$ cat src/rtl/universal_shift_reg.sv
// WIDTH-bit storage register: parallel load/clear plus multi-step shift, rotate and
// arithmetic shift (one bit per clock) under a start/busy/done handshake. Optional abort: USR_ABORT_EN.
module universal_shift_reg #(
  parameter int unsigned WIDTH = 8,
  parameter int unsigned AMT_W = 4
) (
  input  logic             clk,
  input  logic             rst_n,
  input  logic             start,
  input  logic [2:0]       mode,
  input  logic [AMT_W-1:0] amt,
  input  logic [WIDTH-1:0] din,
  input  logic             sin,
`ifdef USR_ABORT_EN
  input  logic             abort,
`endif
  output logic [WIDTH-1:0] q,
  output logic             sout,
  output logic             busy,
  output logic             done
);

  localparam logic [2:0] M_HOLD = 3'b000;
  localparam logic [2:0] M_LOAD = 3'b001;
  localparam logic [2:0] M_SHL  = 3'b010;
  localparam logic [2:0] M_SHR  = 3'b011;
  localparam logic [2:0] M_ROTL = 3'b100;
  localparam logic [2:0] M_ROTR = 3'b101;
  localparam logic [2:0] M_ASHR = 3'b110;
  localparam logic [2:0] M_CLR  = 3'b111;

  localparam logic [0:0] S_IDLE = 1'b0;
  localparam logic [0:0] S_RUN  = 1'b1;

  logic [0:0]       state_q, state_d;
  logic [2:0]       mode_q, mode_d;
  logic [AMT_W-1:0] cnt_q, cnt_d;
  logic [WIDTH-1:0] q_q, q_d;
  logic             sout_q, sout_d;
  logic             done_q, done_d;

  logic [2:0]       step_mode;
  logic [WIDTH-1:0] step_q;
  logic             step_sout;
  logic             abort_w;

`ifdef USR_ABORT_EN
  assign abort_w = abort;
`else
  assign abort_w = 1'b0;
`endif

  // The first step happens on the start edge itself, so IDLE steps with the live mode.
  always_comb begin
    step_mode = (state_q == S_RUN) ? mode_q : mode;
    step_q    = q_q;
    step_sout = sout_q;
    case (step_mode)
      M_SHL:  begin step_q = {q_q[WIDTH-2:0], sin};        step_sout = q_q[WIDTH-1]; end
      M_SHR:  begin step_q = {sin, q_q[WIDTH-1:1]};        step_sout = q_q[0];       end
      M_ROTL: begin step_q = {q_q[WIDTH-2:0], q_q[WIDTH-1]}; step_sout = q_q[WIDTH-1]; end
      M_ROTR: begin step_q = {q_q[0], q_q[WIDTH-1:1]};     step_sout = q_q[0];       end
      M_ASHR: begin step_q = {q_q[WIDTH-1], q_q[WIDTH-1:1]}; step_sout = q_q[0];     end
      default: ;
    endcase
  end

  always_comb begin
    state_d = state_q;
    mode_d  = mode_q;
    cnt_d   = cnt_q;
    q_d     = q_q;
    sout_d  = sout_q;
    done_d  = 1'b0;
    case (state_q)
      S_IDLE: begin
        if (start) begin
          case (mode)
            M_HOLD: done_d = 1'b1;
            M_LOAD: begin
              q_d    = din;
              done_d = 1'b1;
            end
            M_CLR: begin
              q_d    = '0;
              sout_d = 1'b0;
              done_d = 1'b1;
            end
            default: begin
              if (amt == '0) begin
                done_d = 1'b1;
              end else begin
                q_d    = step_q;
                sout_d = step_sout;
                mode_d = mode;
                cnt_d  = amt - AMT_W'(1);
                if (amt == AMT_W'(1)) done_d  = 1'b1;
                else                  state_d = S_RUN;
              end
            end
          endcase
        end
      end
      default: begin
        if (abort_w) begin
          state_d = S_IDLE;
        end else begin
          q_d    = step_q;
          sout_d = step_sout;
          cnt_d  = cnt_q - AMT_W'(1);
          if (cnt_q == AMT_W'(1)) begin
            state_d = S_IDLE;
            done_d  = 1'b1;
          end
        end
      end
    endcase
  end

  always_ff @(posedge clk) begin
    if (!rst_n) begin
      state_q <= S_IDLE;
      mode_q  <= M_HOLD;
      cnt_q   <= '0;
      q_q     <= '0;
      sout_q  <= 1'b0;
      done_q  <= 1'b0;
    end else begin
      state_q <= state_d;
      mode_q  <= mode_d;
      cnt_q   <= cnt_d;
      q_q     <= q_d;
      sout_q  <= sout_d;
      done_q  <= done_d;
    end
  end

  assign q    = q_q;
  assign sout = sout_q;
  assign busy = (state_q == S_RUN);
  assign done = done_q;

endmodule
$ cat config.mk
export PLATFORM = sky130hd
export DESIGN_NAME = universal_shift_reg
export DESIGN_NICKNAME = d
export VERILOG_FILES = /design/src/rtl/universal_shift_reg.sv
export SDC_FILE = /design/constraint.sdc
export NUM_CORES = 1
export LEC_CHECK = 0
export ABC_AREA = 1
export ABC_CLOCK_PERIOD_IN_PS = 2100
export CORE_MARGIN = 5
export CORE_UTILIZATION = 55
export CTS_BUF_LIST = sky130_fd_sc_hd__clkbuf_16
export CTS_CLUSTER_DIAMETER = 40
export DETAILED_ROUTE_END_ITERATION = 10
export MAX_ROUTING_LAYER = met4
export PLACE_DENSITY = 0.85
export SKIP_CTS_REPAIR_TIMING = 1
export SLEW_MARGIN = 5
export SYNTH_ARGS = -nofsm -noshare
export SYNTH_HDL_FRONTEND = slang
export SYNTH_SLANG_ARGS = --single-unit
$ cat constraint.sdc
create_clock -name clk -period 2.1 [get_ports clk]
set_input_delay 0.21 -clock clk [delete_from_list [all_inputs] [get_ports clk]]
set_output_delay 0.21 -clock clk [all_outputs]
set_load 0.05 [all_outputs]
==> metrics <==
critical path capture point sout; crit path DAT around 2000 ps; Combinational Power Share between 30 and 40%; initial DRC count just under 60; DRC errors left 0; routed vias ~1500; layout cells sized above 1 11.24%; highest clock rate ~550 MHz; remaining antenna violation count 0; setup repair after global routing missed its margin false; Reg power frac a little under a third; FF-to-FF End sout; Slew @ Worst Pin around 670 ps; r2r setup slk between 200 and 300 ps; Tmin final between 1500 and 2000 ps; Leakage ~0.87 nW; fillers ~220; Synth top area share 25.07%; ranking of synthesized cells by area dfxtp_1 (25%), nand2_1 (23%), a21oi_1 (7.7%); vias in the first global route roughly 1400; Yosys cell types 30; H-tree depth 1; slowest cell delay on critical path ~540 ps; max-slew violation total from the final report 0; chip width between 60 and 70 um; Routed WL about 3.3 mm; # setup viols final 0; gr usage total 20.13%; dpl hpwl between 2 and 2.5 mm; largest net degree at the start of global routing 17; Final Hold Fails 0; IO Port Bufs 29; Tcrit/Tclk final roughly 87%; Peak VDD IR between 0.6 and 0.7 mV; Num CTS Buffers 3; reg2reg start busy; hold path start mode_q[0]; register area share after synthesis ~25%; sw power 0.0004969 W; Die ar. 3736 um2; CP required approximately 2300 ps; # nets final 291; flops & latches, synth 18; dominant cell type by area after synthesis dfxtp_1; Worst R2R Path Depth 10; Layout area overhead 26.98%; Clock Path Buffers 2; class of the worst hold path flop to flop; most frequent cells in the layout nand2_1 (90), inv_1 (28), clkdlybuf4s50_1 (28); Non-Filler Instances 297; crit-path max FO 14; Core Util, Final between 70% and 80%; root cell of the clock tree clkbuf_16; drt wl/cell around 11 um; worst-path cell chain inv_4 > nand2_1 > nand2_2 > nand3_1 > nand3_4 > nor2_4 > nand2_1 > nand2_1 > nand2_1 > a21oi_1; Synthesis Warnings 0; Max Cap Viol 0; routability cong. 0.8586; Mapped Nets 259; critical path launch point busy; leading cell type in the layout, fill and taps excluded nand2_1; setup TNS 0 ps; clock share of power 28.7%; CP endpoint kind flop; outcome completed; first-pass GRT wire length approximately 5.6 mm; ys async rst share 0%; cell mode on critical path nand2_1; DP Cell Count slightly below 300; Antenna Diode Count 0; row cnt 18; WS Path Type flop to flop; First-pass DRT Iterations 4; Via density 5.064; design internal power 0.0008248 W; CP Launch Type flop; Multi-input gate area around 900 um2; Netlist Area Pre-Place approximately 1400 um2; average size of a mapped cell between 6 and 7 um2; TritonCTS Sinks 18; Cell Pwr Density roughly 720 nW/um2; clock insertion delay at the later pin of the skew report approximately 250 ps; Initial Util 57.51%; CTS clk-pin slew, worst paths 50 ps; Slew headroom between 50% and 60%; critical path's slowest cell dfxtp_1; EDFF count, synth 0; clock skew 1.027 ps; worst-case hold slack around 480 ps; global route overflow 0; Mapped Cells roughly 240; DIE HEIGHT just over 60 um; initial antenna violation count 0; sw frac 37.60%; predominant post-synthesis flop cell dfxtp_1; total core area 2500 um2; # IOs 30; CTS tree built; Seq. cell area 360.3 um2
## how the worst min path moves through the flow
stage | to | cells after the start
floorplan | cnt_q[3] | 2
global placement | mode_q[1] | 2
detailed placement | mode_q[0] | 2
CTS | mode_q[0] | 2
global route | mode_q[0] | 2
finish | mode_q[0] | 2
## layout make-up
class | instances | share of cell area, %
multi-input cells | 178 | 49.55
flip-flops and latches | 18 | 19.74
repair buffers | 32 | 17.00
inverters | 35 | 7.334
clock buffers | 3 | 4.112
well taps | 30 | 2.056
clock inverters | 1 | 0.2056
## synthesized netlist by cell type (all sizes together) (2+ instances only)
| cell | instances |
|---|---|
| a211oi | 2 |
| nand3 | 15 |
| nor2 | 13 |
| clkinv | 5 |
| o21ai | 11 |
| inv | 30 |
| ha | 4 |
| nand4 | 3 |
| buf | 4 |
| nand2 | 96 |
| dfxtp | 18 |
| a21oi | 28 |
## critical path: cells and delay by family, from the launching register on
family                 cells  cell delay, ps
AOI/OAI and AO/OA          1             140
buffers and inverters      1             140
DFF                        1             540
and+or+nand+nor            8             920
## power groups by stage
stage	sequential, W	combinational [W]	clock (W)
2_1_floorplan	0.000498	0.000308	0
3_3_place_gp	0.000425	0.000511	0
3_5_place_dp	0.000427	0.000520	0
4_1_cts	0.000420	0.000524	0.000385
5_1_grt	0.000426	0.000581	0.000401
6_report	0.000421	0.000522	0.000379
## through the flow
step	power, W	cell area (um2)	worst slack, ps
3_3_place_gp	0.0009366	1747	122.0
4_1_cts	0.001328	1826	290.5
2_1_floorplan	0.0008060	1438	281.2
6_report	0.001322	1826	268.9
5_1_grt	0.001408	1826	51.43
3_5_place_dp	0.0009466	1747	82.01
## kinds of logic (layout without fill, tap and decap cells)
group | count (synthesis) | count (layout) | share of synthesized area (%)
AO/OA/AOI/OAI | 44 | 44 | 18.10
adder cells (fa/ha/maj) | 4 | 4 | 3.481
AND/OR/NAND/NOR | 128 | 128 | 40.12
XOR/XNOR | 2 | 2 | 1.219
flip-flops | 18 | 18 | 25.07
buffers and inverters | 40 | 71 | 12.01
## routing by layer
layer / vias to the layer above / GRT usage (%) / wire [um]
li1: 811 / - / -
met1: 677 / 25.13 / 1587
met2: 14 / 34.14 / 1597
met3: 2 / 2.516 / 90
met4: 0 / 5.263 / 17
met5: - / - / 0
## flip-flops by register name, indices dropped and copies added, names as in the netlist
register and cells:
q 8, busy 1, mode_q 3, done 1, sout 1, cnt_q 4
(Power assumes the default switching activity.)
